===== src/rtl/flt_add_if.sv =====
// Handshake and byte-wide data-memory port between the float-add engine and its environment.
interface flt_add_if;
  logic       start;
  logic       ack;
  logic [7:0] mem_addr;
  logic       mem_wr_en;
  logic [7:0] mem_wdata;
  logic [7:0] mem_rdata;

  // Environment side: issues start, owns the memory.
  modport master (
    output start,
    output mem_rdata,
    input  ack,
    input  mem_addr,
    input  mem_wr_en,
    input  mem_wdata
  );

  // Engine side: responds to start, drives the memory port.
  modport slave (
    input  start,
    input  mem_rdata,
    output ack,
    output mem_addr,
    output mem_wr_en,
    output mem_wdata
  );
endinterface


===== src/rtl/flt_add_engine.sv =====
// Half-precision (binary16) truncating adder. It fetches two operands byte-wise
// from data memory, adds them, and writes the result back before raising ack.
module flt_add_engine #(
  parameter logic [7:0] OP1_ADDR = 8'd8,
  parameter logic [7:0] OP2_ADDR = 8'd10,
  parameter logic [7:0] RES_ADDR = 8'd12
) (
  input  logic     clk,
  input  logic     reset,
  flt_add_if.slave bus
);

  localparam int unsigned EXP_W  = 5;
  localparam int unsigned MANT_W = 11;

  typedef enum logic [3:0] {
    S_IDLE, S_RD0, S_RD1, S_RD2, S_RD3, S_ALIGN, S_ADD, S_NORM, S_WRL, S_WRH, S_DONE
  } state_t;

  state_t state;
  logic   ack_q;

  logic [15:0] op1;
  logic [15:0] op2;
  logic [15:0] result;

  logic              al_sign;
  logic              al_sub;
  logic [EXP_W-1:0]  al_exp;
  logic [MANT_W-1:0] al_big;
  logic [MANT_W-1:0] al_small;

  // One spare exponent bit so a carry out of exponent 31 is still seen as overflow.
  logic              nm_sign;
  logic [EXP_W:0]    nm_exp;
  logic [MANT_W:0]   nm_mant;

  logic              swap;
  logic [15:0]       big;
  logic [15:0]       sml;
  logic [EXP_W-1:0]  shamt;
  logic [MANT_W-1:0] big_m;
  logic [MANT_W-1:0] sml_m;
  logic [MANT_W-1:0] sml_al;

  // Order operands by magnitude (ties keep op1) and align the smaller mantissa.
  always_comb begin
    swap   = op2[14:0] > op1[14:0];
    big    = swap ? op2 : op1;
    sml    = swap ? op1 : op2;
    big_m  = (big[14:10] == 5'd0) ? '0 : {1'b1, big[9:0]};
    sml_m  = (sml[14:10] == 5'd0) ? '0 : {1'b1, sml[9:0]};
    shamt  = big[14:10] - sml[14:10];
    sml_al = (shamt >= 5'd11) ? '0 : (sml_m >> shamt);
  end

  logic [EXP_W:0]  exp_inc;
  logic [EXP_W:0]  exp_dec;
  logic [MANT_W:0] mant_shl;
  logic            norm_done;
  logic [15:0]     norm_res;
  logic [MANT_W:0] norm_mant;
  logic [EXP_W:0]  norm_exp;

  // Single normalization step: carry, zero, one left shift, flush or already normal.
  always_comb begin
    exp_inc   = nm_exp + 6'd1;
    exp_dec   = nm_exp - 6'd1;
    mant_shl  = {nm_mant[MANT_W-1:0], 1'b0};
    norm_done = 1'b0;
    norm_res  = '0;
    norm_mant = nm_mant;
    norm_exp  = nm_exp;
    if (nm_mant[MANT_W]) begin
      norm_done = 1'b1;
      if (exp_inc >= 6'd31) norm_res = {nm_sign, 5'h1F, 10'h000};
      else                  norm_res = {nm_sign, exp_inc[4:0], nm_mant[10:1]};
    end else if (nm_mant == '0) begin
      norm_done = 1'b1;
      norm_res  = 16'h0000;
    end else if (!nm_mant[MANT_W-1]) begin
      if (nm_exp <= 6'd1) begin
        norm_done = 1'b1;
        norm_res  = {nm_sign, 15'h0000};
      end else begin
        norm_mant = mant_shl;
        norm_exp  = exp_dec;
        norm_done = mant_shl[MANT_W-1];
        norm_res  = {nm_sign, exp_dec[4:0], mant_shl[9:0]};
      end
    end else begin
      norm_done = 1'b1;
      norm_res  = {nm_sign, nm_exp[4:0], nm_mant[9:0]};
    end
  end

  // Control FSM plus the operand/datapath registers it sequences.
  always_ff @(posedge clk or posedge reset) begin
    if (reset) begin
      state    <= S_IDLE;
      ack_q    <= 1'b0;
      op1      <= '0;
      op2      <= '0;
      result   <= '0;
      al_sign  <= 1'b0;
      al_sub   <= 1'b0;
      al_exp   <= '0;
      al_big   <= '0;
      al_small <= '0;
      nm_sign  <= 1'b0;
      nm_exp   <= '0;
      nm_mant  <= '0;
    end else begin
      case (state)
        S_IDLE, S_DONE: begin
          if (bus.start) begin
            state <= S_RD0;
            ack_q <= 1'b0;
          end
        end
        S_RD0: begin
          op1[7:0] <= bus.mem_rdata;
          state    <= S_RD1;
        end
        S_RD1: begin
          op1[15:8] <= bus.mem_rdata;
          state     <= S_RD2;
        end
        S_RD2: begin
          op2[7:0] <= bus.mem_rdata;
          state    <= S_RD3;
        end
        S_RD3: begin
          op2[15:8] <= bus.mem_rdata;
          state     <= S_ALIGN;
        end
        S_ALIGN: begin
          al_sign  <= big[15];
          al_sub   <= big[15] ^ sml[15];
          al_exp   <= big[14:10];
          al_big   <= big_m;
          al_small <= sml_al;
          state    <= S_ADD;
        end
        S_ADD: begin
          nm_sign <= al_sign;
          nm_exp  <= {1'b0, al_exp};
          nm_mant <= al_sub ? ({1'b0, al_big} - {1'b0, al_small})
                            : ({1'b0, al_big} + {1'b0, al_small});
          state   <= S_NORM;
        end
        S_NORM: begin
          nm_mant <= norm_mant;
          nm_exp  <= norm_exp;
          result  <= norm_res;
          if (norm_done) state <= S_WRL;
        end
        S_WRL: state <= S_WRH;
        S_WRH: begin
          state <= S_DONE;
          ack_q <= 1'b1;
        end
        default: state <= S_IDLE;
      endcase
    end
  end

  assign bus.ack = ack_q;

  // Memory port decoded from the current state; idle value is all zero.
  always_comb begin
    bus.mem_addr  = 8'd0;
    bus.mem_wr_en = 1'b0;
    bus.mem_wdata = 8'd0;
    case (state)
      S_RD0: bus.mem_addr = OP1_ADDR;
      S_RD1: bus.mem_addr = 8'(OP1_ADDR + 8'd1);
      S_RD2: bus.mem_addr = OP2_ADDR;
      S_RD3: bus.mem_addr = 8'(OP2_ADDR + 8'd1);
      S_WRL: begin
        bus.mem_addr  = RES_ADDR;
        bus.mem_wr_en = 1'b1;
        bus.mem_wdata = result[7:0];
      end
      S_WRH: begin
        bus.mem_addr  = 8'(RES_ADDR + 8'd1);
        bus.mem_wr_en = 1'b1;
        bus.mem_wdata = result[15:8];
      end
      default: ;
    endcase
  end

endmodule


===== src/flat_wrapper.sv =====
// flat-port wrapper written by rule: the top's interface ports become plain ports
module flt_add_engine_flat 
#(
  parameter logic [7:0] OP1_ADDR = 8'd8,
  parameter logic [7:0] OP2_ADDR = 8'd10,
  parameter logic [7:0] RES_ADDR = 8'd12
)
  (clk, reset, bus_start, bus_mem_rdata, bus_ack, bus_mem_addr, bus_mem_wr_en, bus_mem_wdata);
  flt_add_if bus_i ();
  input  logic clk;
  input  logic reset;
  input wire logic [$bits(bus_i.start)-1:0] bus_start;
  input wire logic [$bits(bus_i.mem_rdata)-1:0] bus_mem_rdata;
  output wire logic [$bits(bus_i.ack)-1:0] bus_ack;
  output wire logic [$bits(bus_i.mem_addr)-1:0] bus_mem_addr;
  output wire logic [$bits(bus_i.mem_wr_en)-1:0] bus_mem_wr_en;
  output wire logic [$bits(bus_i.mem_wdata)-1:0] bus_mem_wdata;
  assign bus_i.start = bus_start;
  assign bus_i.mem_rdata = bus_mem_rdata;
  assign bus_ack = bus_i.ack;
  assign bus_mem_addr = bus_i.mem_addr;
  assign bus_mem_wr_en = bus_i.mem_wr_en;
  assign bus_mem_wdata = bus_i.mem_wdata;
  flt_add_engine #(.OP1_ADDR(OP1_ADDR), .OP2_ADDR(OP2_ADDR), .RES_ADDR(RES_ADDR)) u_core (.clk(clk), .reset(reset), .bus(bus_i));
endmodule

===== config.mk =====
export PLATFORM = sky130hd
export DESIGN_NAME = flt_add_engine_flat
export DESIGN_NICKNAME = d
export VERILOG_FILES = /design/src/rtl/flt_add_if.sv /design/src/rtl/flt_add_engine.sv /design/src/flat_wrapper.sv
export SDC_FILE = /design/constraint.sdc
export NUM_CORES = 1
export LEC_CHECK = 0
export ABC_AREA = 1
export CAP_MARGIN = 20
export CELL_PAD_IN_SITES_DETAIL_PLACEMENT = 1
export CELL_PAD_IN_SITES_GLOBAL_PLACEMENT = 1
export CORE_UTILIZATION = 49
export CTS_CLUSTER_DIAMETER = 200
export DETAILED_ROUTE_END_ITERATION = 10
export PLACE_DENSITY = 0.84
export SYNTH_ARGS = -nofsm -noshare
export SYNTH_HDL_FRONTEND = slang
export SYNTH_SLANG_ARGS = --single-unit

===== constraint.sdc =====
create_clock -name clk -period 5.2 [get_ports clk]
set_input_delay 0.52 -clock clk [delete_from_list [all_inputs] [get_ports clk]]
set_output_delay 0.52 -clock clk [all_outputs]
set_load 0.03 [all_outputs]

Yosys cells after proc, flatten, opt, wreduce, memory -nomap -nowiden
Cells that the tools add are included.
{ "totals": {"regBits": 101, "input_bits": 11, "out_inout_bits": 18, "elab_cells": 89} }
{ "classes": {"add_sub_neg": 5, "n_lt_le_gt_ge": 4, "eq_ne": 16, "n_shift": 1, "n_mux": 33, "bitwise_logic": 1, "n_reduce_logical": 12} }
{ "op_table": {"columns": ["cell", "n"], "rows": [
  ["$mux W16", 4],
  ["$mux W12", 4],
  ["$mux W15", 3],
  ["$mux W11", 4],
  ["$pmux W4 S10", 1],
  ["$mux W6", 4],
  ["$pmux W12 S2", 1],
  ["$pmux W4 S6", 1],
  ["$eq A4 B3 Y1 const B", 4],
  ["$pmux W8 S2", 1],
  ["$gt A15 B15 Y1", 1],
  ["$add A11 B11 Y12", 1],
  ["$eq A4 B4 Y1 const B", 3],
  ["$logic_not A12 Y1", 1],
  ["$pmux W6 S2", 1],
  ["$sub A11 B11 Y12", 1],
  ["$shr A11 B5 Y11", 1],
  ["$logic_not A5 Y1", 2],
  ["$ne A2 B2 Y1 const B", 5],
  ["$eq A4 B2 Y1 const B", 2],
  ["$mux W4", 2],
  ["$add A6 B1 Y6 const B", 1],
  ["$ge A6 B5 Y1 const B", 1],
  ["$le A6 B1 Y1 const B", 1],
  ["other kinds (14)", 22]
]} }

Depth between registers and ports, before layout
Gate-level depths: netlist of the first run.
{ "depth": {"depth_word": 7, "mapped_depth": 25, "mapped_depth_nobuf": 24} }

Least setup slack after synthesis of the first run
Ideal clock, no wire load.
{ "synth_path": {"kind": "flip-flop to flip-flop", "from": "register u_core.op2[14]", "to": "register u_core.al_small[2]", "setup_time_ps": 116, "arrival_ps": 2594, "t_required_ps": 5084, "slack_ps": 2490, "stages_incl_launch_ff": 22, "n_path_buf": 2, "synth_period_minus_slack_ps": 2710, "cell_sequence": "dfrtp_1 > ha_1 > nand2_2 > nor2_2 > inv_2 > nor2_4 > nand4_4 > nand2_4 > buf_12 > nand2_1 > nand2_2 > nand2_2 > ha_1 > inv_1 > clkbuf_4 > nand3_1 > nand3_1 > nor2_1 > nor2_1 > nand2_1 > nand2_1 > nand2_1"} }
{ "synth_via": {"elab_chain_cells": 6, "elab_cells_between_ends": 9, "cone_classes": "1 x add/sub; 2 x order compare; 1 x shift; 4 x mux; 1 x reduce/logical"} }
{ "synth_lines": {"columns": ["element", "line_no", "rtl"], "rows": [
  ["start, declared", "flt_add_engine.sv:24", "logic [15:0] op2;"],
  ["start signal, assigned", "flt_add_engine.sv:134", "op2[15:8] <= bus.mem_rdata;"],
  ["branches (longest 5 deep; another with $gt A15 B15 Y1)", null, null],
  ["$mux W11 *", "flt_add_engine.sv:54", "sml_al = (shamt >= 5'd11) ? '0 : (sml_m >> shamt);"],
  ["end signal, assigned", "flt_add_engine.sv:142", "al_small <= sml_al;"],
  ["end, declared", "flt_add_engine.sv:31", "logic [MANT_W-1:0] al_small;"]
]} }
Mark *: on every way between the ends.
A chain may end at the register's enable or synchronous reset.

Final worst setup path of the first run
{ "layout_path": {"from": "register u_core.state[1]", "to": "output port bus_mem_addr[0]"} }
{ "layout_via": {"elab_chain_cells": 2, "elab_cells_between_ends": 7, "cone_classes": "6 x eq/ne; 1 x mux"} }
{ "layout_lines": {"columns": ["element", "line_no", "rtl"], "rows": [
  ["start, declared", "flt_add_engine.sv:20", "state_t state;"],
  ["start signal, assigned", "flt_add_engine.sv:100", "state <= S_IDLE;"],
  ["start signal, assigned", "flt_add_engine.sv:117", "state <= S_RD0;"],
  ["start signal, assigned", "flt_add_engine.sv:123", "state <= S_RD1;"],
  ["$eq A4 B4 Y1 (tied with other cells)", "flt_add_engine.sv:175", "case (state)"],
  ["$pmux W4 S6 *", "flt_add_engine.sv:175", null],
  ["end, declared", "flat_wrapper.sv:15", "output wire logic [$bits(bus_i.mem_addr)-1:0] bus_mem_addr;"]
]} }
Every way passes the cells marked *; elsewhere a longest branch is shown, timed or not.

==> results of run 1 <==
==> routing by layer <==
layer / global-route usage / vias to the layer above / routed length (microns)
met4: 0.1682 / 0 / 999
met3: 0.03538 / 59 / 557
met2: 0.5377 / 124 / 10660
li1: - / 3167 / -
met5: 0 / - / 0
met1: 0.3507 / 3114 / 8568
==> metrics by stage <==
| step | setup WS [ns] | instance area (sq um) | cells | utilization | hold WS (ns) |
|---|---|---|---|---|---|
| 4_1_cts | 1.372 | 7501 | 1151 | 0.5576 | 0.4950 |
| 3_5_place_dp | 1.448 | 7176 | 1135 | 0.5334 | 0.4779 |
| 3_3_place_gp | 1.641 | 7176 | 1135 | 0.5334 | 0.4691 |
| 5_1_grt | 1.071 | 7506 | 1152 | 0.5579 | 0.5310 |
| 2_1_floorplan | 2.033 | 6884 | 967 | - | 0.4494 |
| 6_report | 1.352 | 7506 | 1152 | 0.5579 | 0.4883 |
==> cells in the mapped netlist (all sizes together) (5+ instances only) <==
cell type and instances:
a21oi 40, a22oi 14, a31oi 10, buf 13
clkbuf 23, dfrtp 101, ha 32, inv 141
nand2 259, nand3 76, nand4 5, nor2 68
o211ai 9, o21ai 115, o22ai 18, xnor2 5
xor2 13
==> worst max-delay path, cell delays in order, from the launching register on <==
cell and delay (ns):
dfrtp_1 0.44, nor2_1 0.48, inv_1 0.14, nor2_1 0.74, inv_1 0.32, nand3_1 0.15
clkdlybuf4s50_1 0.69
==> flip-flops by register name, summed over array words and instances (netlist names), 4 cells and up <==
name	flops
u_core.al_big	11
u_core.nm_mant	12
u_core.op1	16
u_core.state	4
u_core.al_small	11
u_core.op2	16
u_core.result	16
u_core.al_exp	5
u_core.nm_exp	6
==> worst max-delay path by stage <==
stage | to | cells after the start
global route | u_core.al_small[0] | 20
global placement | u_core.al_small[0] | 20
finish | bus_mem_addr[0] | 6
floorplan | u_core.al_big[0] | 1
CTS | bus_mem_addr[0] | 6
detailed placement | u_core.al_small[0] | 20
==> cell families after synthesis <==
| group | after synthesis | share of synthesized area |
|---|---|---|
| fa+ha+maj | 33 | 0.06117 |
| simple gates | 419 | 0.2651 |
| xor+xnor | 18 | 0.02294 |
| compound gates | 213 | 0.1739 |
| flops | 101 | 0.3677 |
| mux | 1 | 0.001456 |
| other cells | 1 | 0.0005456 |
| buf+inv | 178 | 0.1072 |
==> layout make-up <==
class                      count  area, sq um  share of cell area
clock buffer                  10        239.0             0.03184
inverter                     142        538.0             0.07168
multi-input combinational    688         3620              0.4822
timing repair buffer          29        275.3             0.03667
tap                          176        220.2             0.02934
sequential                   101         2527              0.3367
clock inverter                 6        86.33             0.01150
==> cell usage in the layout, fill, tap and decap left out, types with 10 or more instances in the layout <==
cell type,netlist,routed
nand2_1,241,241
nand2_2,13,13
nor2_1,63,63
a21oi_1,39,39
o21ai_0,104,104
a31oi_1,10,10
xor2_1,13,13
o22ai_1,18,18
a22oi_1,14,14
inv_1,135,134
nand3_1,75,75
clkdlybuf4s50_1,0,24
dfrtp_1,101,101
ha_1,32,32
==> impl_metrics.csv, run 1 <==
group,metric,value,unit
clocking,cts.sink_count,101,
clocking,clk_pin_slew_worst_paths,0.07,ns
sta,rsz0062_at_grt,"no",
placed_design,port_buffers,24,
setup_path,crit_start,"u_core.state[1]",
setup_path,timing.rr.start,"u_core.op1[10]",
grt,grt_usage,0.3015,
clocking,post-cts-setup-buffers,0,
min_path,holdPathStages,2,
logic_synthesis,ys.flop_type,"dfrtp_1",
clocking,clock_path_buffers,2,
sta,post-route-period-util,0.7399,
flow_run,maxCapViolCount,0,
sta,period_needed,3.848,ns
grt,overflow,0,
setup_path,cp_max_fo,14,
logic_synthesis,synth_cells,964,
sta,max-slew-margin-rel,0.3879,
detailed_routing,drt-wirelength-per-cell,18.05,microns
clocking,insertion_delay,0.36,ns
die,dieArea,14500,sq um
setup_path,cp-start-kind,"flop",
grt,grt_pass1_vias,6768,
detailed_routing,drtAntennaViolNets,0,
final_layout,layout-drive-gt1-share,0.05943,
sta,fin_setup_tns,0,ns
clocking,cts_hold_buf,0,
setup_path,reg2reg_depth,20,
final_layout,n_fill_cell,1787,
placed_design,hpwl,16.18,mm
setup_path,r2r-end,"u_core.al_small[0]",
grt,antenna_found_initial,0,
detailed_routing,route.vias.total,6464,
sta,finalMaxSlewViolations,0,
final_layout,area_delta_synth_final,9.212,%
setup_path,cp-end-kind,"primary output",
clocking,cts_tree,"done",
clocking,root_buffer,"clkbuf_16",
die,io_pins,29,
min_path,min_from,"u_core.op1[4]",
setup_path,worstPathRequired,4.68,ns
logic_synthesis,ys_seq_elements,101,
grt,grt_max_degree,69,
logic_synthesis,yosysTopAreaCell,"dfrtp_1",
die,chipWidth,120.4,microns
clocking,htreeDepth,3,
sta,hold_viol,0,
grt,grt_first_pass_wirelength,33.73,mm
die,rows,42,
setup_path,worst-setup-path-type,"flop to primary output",
sta,tightest_slew,0.9148,ns
detailed_routing,drt_wl_total,20.79,mm
sta,setup_viol,0,
logic_synthesis,yosysUniqueCellTypes,46,
detailed_routing,drt_pre_antenna_iters,5,
final_layout,nets,1015,
logic_synthesis,synth_top_cell_area_share,0.3677,
logic_synthesis,synthTopCellsByArea,"dfrtp_1 (37%), nand2_1 (13%), o21ai_0 (7.6%), inv_1 (7.4%), ha_1 (5.8%)",
logic_synthesis,avgSynthCellArea,7.130,sq um
setup_path,crit_arrival,3.33,ns
die,design.core.area,13450,sq um
min_path,hp-class,"flop to flop",
detailed_routing,vias_per_cell,5.611,
detailed_routing,drt_iter0_markers,358,
clocking,cts_made_buffers,9,
setup_path,rrSetupSlack,1.40,ns
placed_design,gp_congestion,0.8993,
logic_synthesis,synthesis.area,6873,sq um
min_path,min_to,"u_core.op1[4]",
logic_synthesis,synthArstFlopShare,1.000,
final_layout,antenna_cells,0,
detailed_routing,post-route-drc-count,0,
run_status,status,"completed",
logic_synthesis,synth_edf_count,0,
logic_synthesis,yosysSeqAreaShare,0.3677,
die,start_util,0.5109,
sta,max_freq,259.9,MHz
sta,fin_skew,0.008833,ns
logic_synthesis,yosys_warnings,0,
die,die_y,120.4,microns
clocking,cts.repair.resized,0,
Power of run 1 is not shown: default switching activity piles up to over one toggle a cycle in this logic, so the estimate is an artifact.
==> run 2: changes to the inputs <==
CORE_UTILIZATION = 45   (was 49)
PLACE_DENSITY = 0.78   (was 0.84)
clock period = 3.95 ns   (was 5.2 ns; I/O delays follow)
==> run 2 against run 1 <==
The flow now finishes with violations (DRC). Design area about the same. Sequential share of layout area hardly changed. Global-route usage fell by 3.0 points. Utilization fell by 4.7 points. Clock-buffer cell count increased by 1. Critical path depth up 14.
==> impl_metrics.csv, run 2 (same netlist as run 1, synthesis figures left out) <==
group,metric,value,unit
flow_run,maxCapViolCount,0,
placed_design,dp.cells,1149,
detailed_routing,drt-wirelength-per-cell,17.23,microns
clocking,cts_made_buffers,9,
sta,rsz0062_at_grt,"no",
final_layout,area_delta_synth_final,9.266,%
setup_path,cp-end-kind,"flop",
clocking,cts.sink_count,101,
min_path,hp-class,"flop to flop",
grt,antenna_found_initial,0,
die,start_util,0.4676,
detailed_routing,route.vias.total,6348,
setup_path,cp_common_cell,"nand2_1",
grt,grt_max_degree,62,
detailed_routing,wl_met3,530,microns
clocking,insertion_delay,0.35,ns
detailed_routing,wl_met1,9.159,mm
run_status,status,"complete, but fails checks",
clocking,clk_pin_slew_worst_paths,0.07,ns
sta,max-slew-margin-rel,0.2908,
detailed_routing,drtAntennaViolNets,0,
detailed_routing,vias_per_cell,5.449,
sta,period_needed,3.525,ns
setup_path,slowest_delay,0.48,ns
final_layout,n_fill_cell,1946,
final_layout,final_cell_mix,"nand2_1 (241), inv_1 (134), o21ai_0 (104), dfrtp_1 (101), nand3_1 (75)",
min_path,min_from,"u_core.al_exp[3]",
setup_path,cp_slowest_cell,"ha_1",
grt,grt_pass1_vias,6705,
detailed_routing,wl_met2,9.987,mm
setup_path,timing.rr.start,"u_core.op1[10]",
final_layout,layout_commonest_cell,"nand2_1",
setup_path,worstPathRequired,4.24,ns
sta,max_freq,283.7,MHz
detailed_routing,drt_iter0_markers,322,
detailed_routing,drt_wl_total,20.07,mm
clocking,htreeDepth,3,
die,dieArea,15770,sq um
placed_design,port_buffers,24,
run_status,violations,"DRC",
clocking,cts_tree,"done",
setup_path,cp_max_fo,19,
clocking,root_buffer,"clkbuf_16",
final_layout,final_area,7510,sq um
clocking,post-cts-setup-buffers,0,
final_layout,nets,1020,
placed_design,hpwl,15.96,mm
placed_design,place_area,7231,sq um
placed_design,gp_congestion,0.8624,
grt,grt_first_pass_wirelength,33.81,mm
setup_path,rrSetupSlack,0.42,ns
final_layout,fin_cells,1165,
die,chipWidth,125.6,microns
grt,overflow,0,
clocking,clock_path_buffers,2,
setup_path,path_cells,"inv_1 -> ha_2 -> nand2_1 -> inv_1 -> nand3_1 -> nor2_4 -> nand4_4 -> nand2_4 -> nand2_1 -> nand2_2 -> nand2_2 -> ha_1 -> inv_1 -> nand3_1 -> nand2_1 -> nor2_2 -> nand2_1 -> a21oi_1 -> nand2_1 -> nand2_1",
setup_path,worst-setup-path-type,"flop to flop",
sta,tightest_slew,1.054,ns
detailed_routing,post-route-drc-count,2,
detailed_routing,top_layer,"met4",
final_layout,reg.largest.list,"u_core.op1: 16 flops, u_core.op2: 16 flops, u_core.result: 16 flops",
die,io_pins,29,
die,design.core.area,14700,sq um
final_layout,layout-drive-gt1-share,0.06422,
setup_path,crit_start,"u_core.op1[10]",
sta,fin_skew,0.005287,ns
grt,grt_usage,0.2714,
die,rows,44,
setup_path,crit_arrival,3.82,ns
sta,setup_viol,0,
sta,finalMaxSlewViolations,0,
final_layout,antenna_cells,0,
setup_path,cp-start-kind,"flop",
sta,post-route-period-util,0.8925,
die,die_y,125.6,microns
sta,hold_viol,0,
sta,fin_setup_tns,0,ns
detailed_routing,drt_pre_antenna_iters,8,
[run 2: cell count changes in the layout (fill, tap and decap cells not counted)]
cell and change:
buf_4 +6, ha_1 -1, inv_6 +1, clkbuf_1 +1, ha_2 +1, bufinv_16 -2, clkinvlp_4 +1, clkinv_4 -1
buf_2 -1
[run 2: timing repair]
action                     in CTS  in global routing
setup endpoints to repair       0                  1
gates resized for setup         0                  1
hold buffers                    0                  0
[run 2: layer usage]
layer | vias to the layer above | global-route usage
met3 | 23 | 0.04621
met5 | - | 0
met1 | 3083 | 0.3403
met4 | 0 | 0.07389
met2 | 74 | 0.4797
li1 | 3168 | -
[run 2: area by class of cell]
class,count,area (sq um),area share
clock buffers,11,242.7,0.03232
clock inverters,5,33.78,0.004499
repair buffers,34,315.3,0.04199
inverters,142,538.0,0.07164
multi-input cells,688,3622,0.4823
flip-flops and latches,101,2527,0.3366
well taps,184,230.2,0.03066
[run 2: worst paths after layout]
| path | end | cells past startpoint |
|---|---|---|
| min in group asynchronous | u_core.state[0] | 2 |
| max in group asynchronous | u_core.nm_mant[4] | 3 |
| hold / removal | u_core.al_exp[3] | 2 |
| hold reg to reg | u_core.al_exp[3] | 2 |
| setup / recovery | u_core.al_small[0] | 20 |
| setup reg to reg | u_core.al_small[0] | 20 |
[run 2: worst max-delay path, delay by kind of cell, from the launching register on]
family,cells,cell delay [ns]
AO/OA/AOI/OAI,1,0.14
adder cells (fa/ha/maj),2,0.94
buffers and inverters,3,0.42
flip-flops,1,0.38
AND/OR/NAND/NOR,14,1.58
[run 2: per-stage QoR]
stage	utilization	hold WS, ns	setup WS (ns)
floorplan	-	0.4494	0.9079
global placement	0.4919	0.4732	0.5882
detailed placement	0.4919	0.4775	0.4268
CTS	0.5107	0.4949	0.3900
global route	0.5109	0.5121	0.05950
finish	0.5109	0.4975	0.4248
Power of run 2 is left out for the same reason.
==> run 3: changes to the inputs <==
CORE_MARGIN = 2   (was unset)
==> run 3 against run 2 <==
The flow now finishes without violations. Design area is 0.25% higher. Global-route usage decreased by 0.85 points. Critical path depth unchanged. Sequential cell count stayed put. Critical path type unchanged. Highest routed layer unchanged.
==> impl_metrics.csv, run 3 (same netlist as run 1, synthesis figures left out) <==
group,metric,value,unit
sta,hold_viol,0,
final_layout,antenna_cells,0,
sta,max_freq,287.5,MHz
setup_path,timing.rr.start,"u_core.op1[10]",
final_layout,area_delta_synth_final,9.539,%
die,rows,45,
setup_path,worstPathRequired,4.26,ns
final_layout,reg.largest.list,"u_core.op1: 16 flops, u_core.op2: 16 flops, u_core.result: 16 flops",
setup_path,rrSetupSlack,0.47,ns
grt,overflow,0,
clocking,post-cts-setup-buffers,0,
clocking,insertion_delay,0.37,ns
clocking,root_buffer,"clkbuf_16",
grt,grt_usage,0.2628,
setup_path,cp_max_fo,17,
min_path,holdPathStages,2,
clocking,cts_made_buffers,9,
detailed_routing,drt_iter0_markers,283,
sta,post-route-period-util,0.8807,
setup_path,worst-setup-path-type,"flop to flop",
die,dieArea,16280,sq um
sta,fin_setup_tns,0,ns
die,chipWidth,127.6,microns
detailed_routing,drt_pre_antenna_iters,4,
detailed_routing,route.vias.total,6347,
min_path,min_from,"u_core.al_exp[3]",
setup_path,r2r-end,"u_core.al_small[0]",
detailed_routing,vias_per_cell,5.434,
final_layout,n_fill_cell,1972,
detailed_routing,drtAntennaViolNets,0,
grt,grt_pass1_vias,6569,
grt,grt_first_pass_wirelength,33.73,mm
setup_path,reg2reg_depth,20,
sta,finalMaxSlewViolations,0,
sta,max-slew-margin-rel,0.3524,
detailed_routing,post-route-drc-count,0,
setup_path,cp-end-kind,"flop",
run_status,status,"completed",
sta,fin_skew,0.009371,ns
clocking,cts.sink_count,101,
clocking,cts.repair.resized,0,
final_layout,regArea,2527,sq um
min_path,hp-class,"flop to flop",
sta,rsz0062_at_grt,"no",
clocking,htreeDepth,3,
final_layout,layout-drive-gt1-share,0.06327,
placed_design,gp_congestion,0.8920,
grt,grt_max_degree,63,
sta,tightest_slew,0.9625,ns
clocking,cts_hold_buf,0,
sta,period_needed,3.479,ns
setup_path,crit_arrival,3.79,ns
detailed_routing,drt-wirelength-per-cell,17.07,microns
final_layout,nets,1019,
clocking,cts_tree,"done",
final_layout,multiInputGateArea,3620,sq um
die,die_y,127.6,microns
die,design.core.area,15090,sq um
die,start_util,0.4555,
detailed_routing,drt_wl_total,19.93,mm
grt,antenna_found_initial,0,
die,io_pins,29,
placed_design,hpwl,15.50,mm
clocking,clk_pin_slew_worst_paths,0.08,ns
min_path,min_to,"u_core.al_exp[3]",
final_layout,layout_commonest_cell,"nand2_1",
final_layout,final_cell_mix,"nand2_1 (241), inv_1 (134), o21ai_0 (104), dfrtp_1 (101), nand3_1 (75)",
flow_run,maxCapViolCount,0,
placed_design,port_buffers,24,
clocking,clock_path_buffers,2,
setup_path,cp-start-kind,"flop",
sta,setup_viol,0,
==> run 3: metal layers <==
| layer | routed length, microns | track usage | share of wire | up-vias |
|---|---|---|---|---|
| met4 | 427 | 0.07886 | 0.021 | 0 |
| met5 | 0 | 0 | 0 | - |
| met1 | 9358 | 0.3478 | 0.47 | 3089 |
| li1 | - | - | - | 3164 |
| met2 | 9704 | 0.4505 | 0.49 | 67 |
| met3 | 441 | 0.03434 | 0.022 | 27 |
==> run 3: layout make-up <==
type	instances	share of cell area
clock buffers	9	0.02992
multi-input cells	688	0.4808
well taps	188	0.03124
repair buffers	33	0.04255
inverters	142	0.07146
flip-flops and latches	101	0.3357
clock inverters	7	0.008310
==> run 3: worst max path at each step <==
stage               depth (start not counted)                  to  slack, ns            from
CTS                                        20  u_core.al_small[0]       0.48  u_core.op1[10]
global route                               21  u_core.al_small[0]       0.08  u_core.op1[10]
detailed placement                         20  u_core.al_small[0]       0.50  u_core.op1[10]
finish                                     20  u_core.al_small[0]       0.47  u_core.op1[10]
floorplan                                   1    u_core.al_big[0]       0.91           reset
global placement                           20  u_core.al_small[0]       0.64  u_core.op1[10]
==> run 3: worst max-delay path, stage by stage (launching register included) <==
cell,delay [ns]
dfrtp_1,0.37
inv_1,0.07
ha_1,0.50
nand2_1,0.09
inv_1,0.09
nand3_1,0.12
nor2_4,0.14
nand4_4,0.18
nand2_4,0.25
nand2_1,0.10
nand2_2,0.09
nand2_2,0.07
ha_1,0.46
inv_1,0.24
nand3_1,0.14
nand2_1,0.07
nor2_2,0.10
nand2_1,0.08
a21oi_1,0.14
nand2_1,0.07
nand2_1,0.05
==> run 3: per-stage QoR <==
| step | utilization | instance area [sq um] | std cells | setup WS (ns) | hold WS [ns] |
|---|---|---|---|---|---|
| after global routing | 0.4989 | 7528 | 1168 | 0.08338 | 0.5056 |
| after CTS | 0.4989 | 7528 | 1168 | 0.4768 | 0.4908 |
| after detailed placement | 0.4799 | 7241 | 1152 | 0.4997 | 0.4710 |
| after global placement | 0.4799 | 7241 | 1152 | 0.6379 | 0.4664 |
| after floorplan | - | 6884 | 967 | 0.9079 | 0.4494 |
| final | 0.4989 | 7528 | 1168 | 0.4714 | 0.4852 |
Power of run 3 is left out for the same reason.
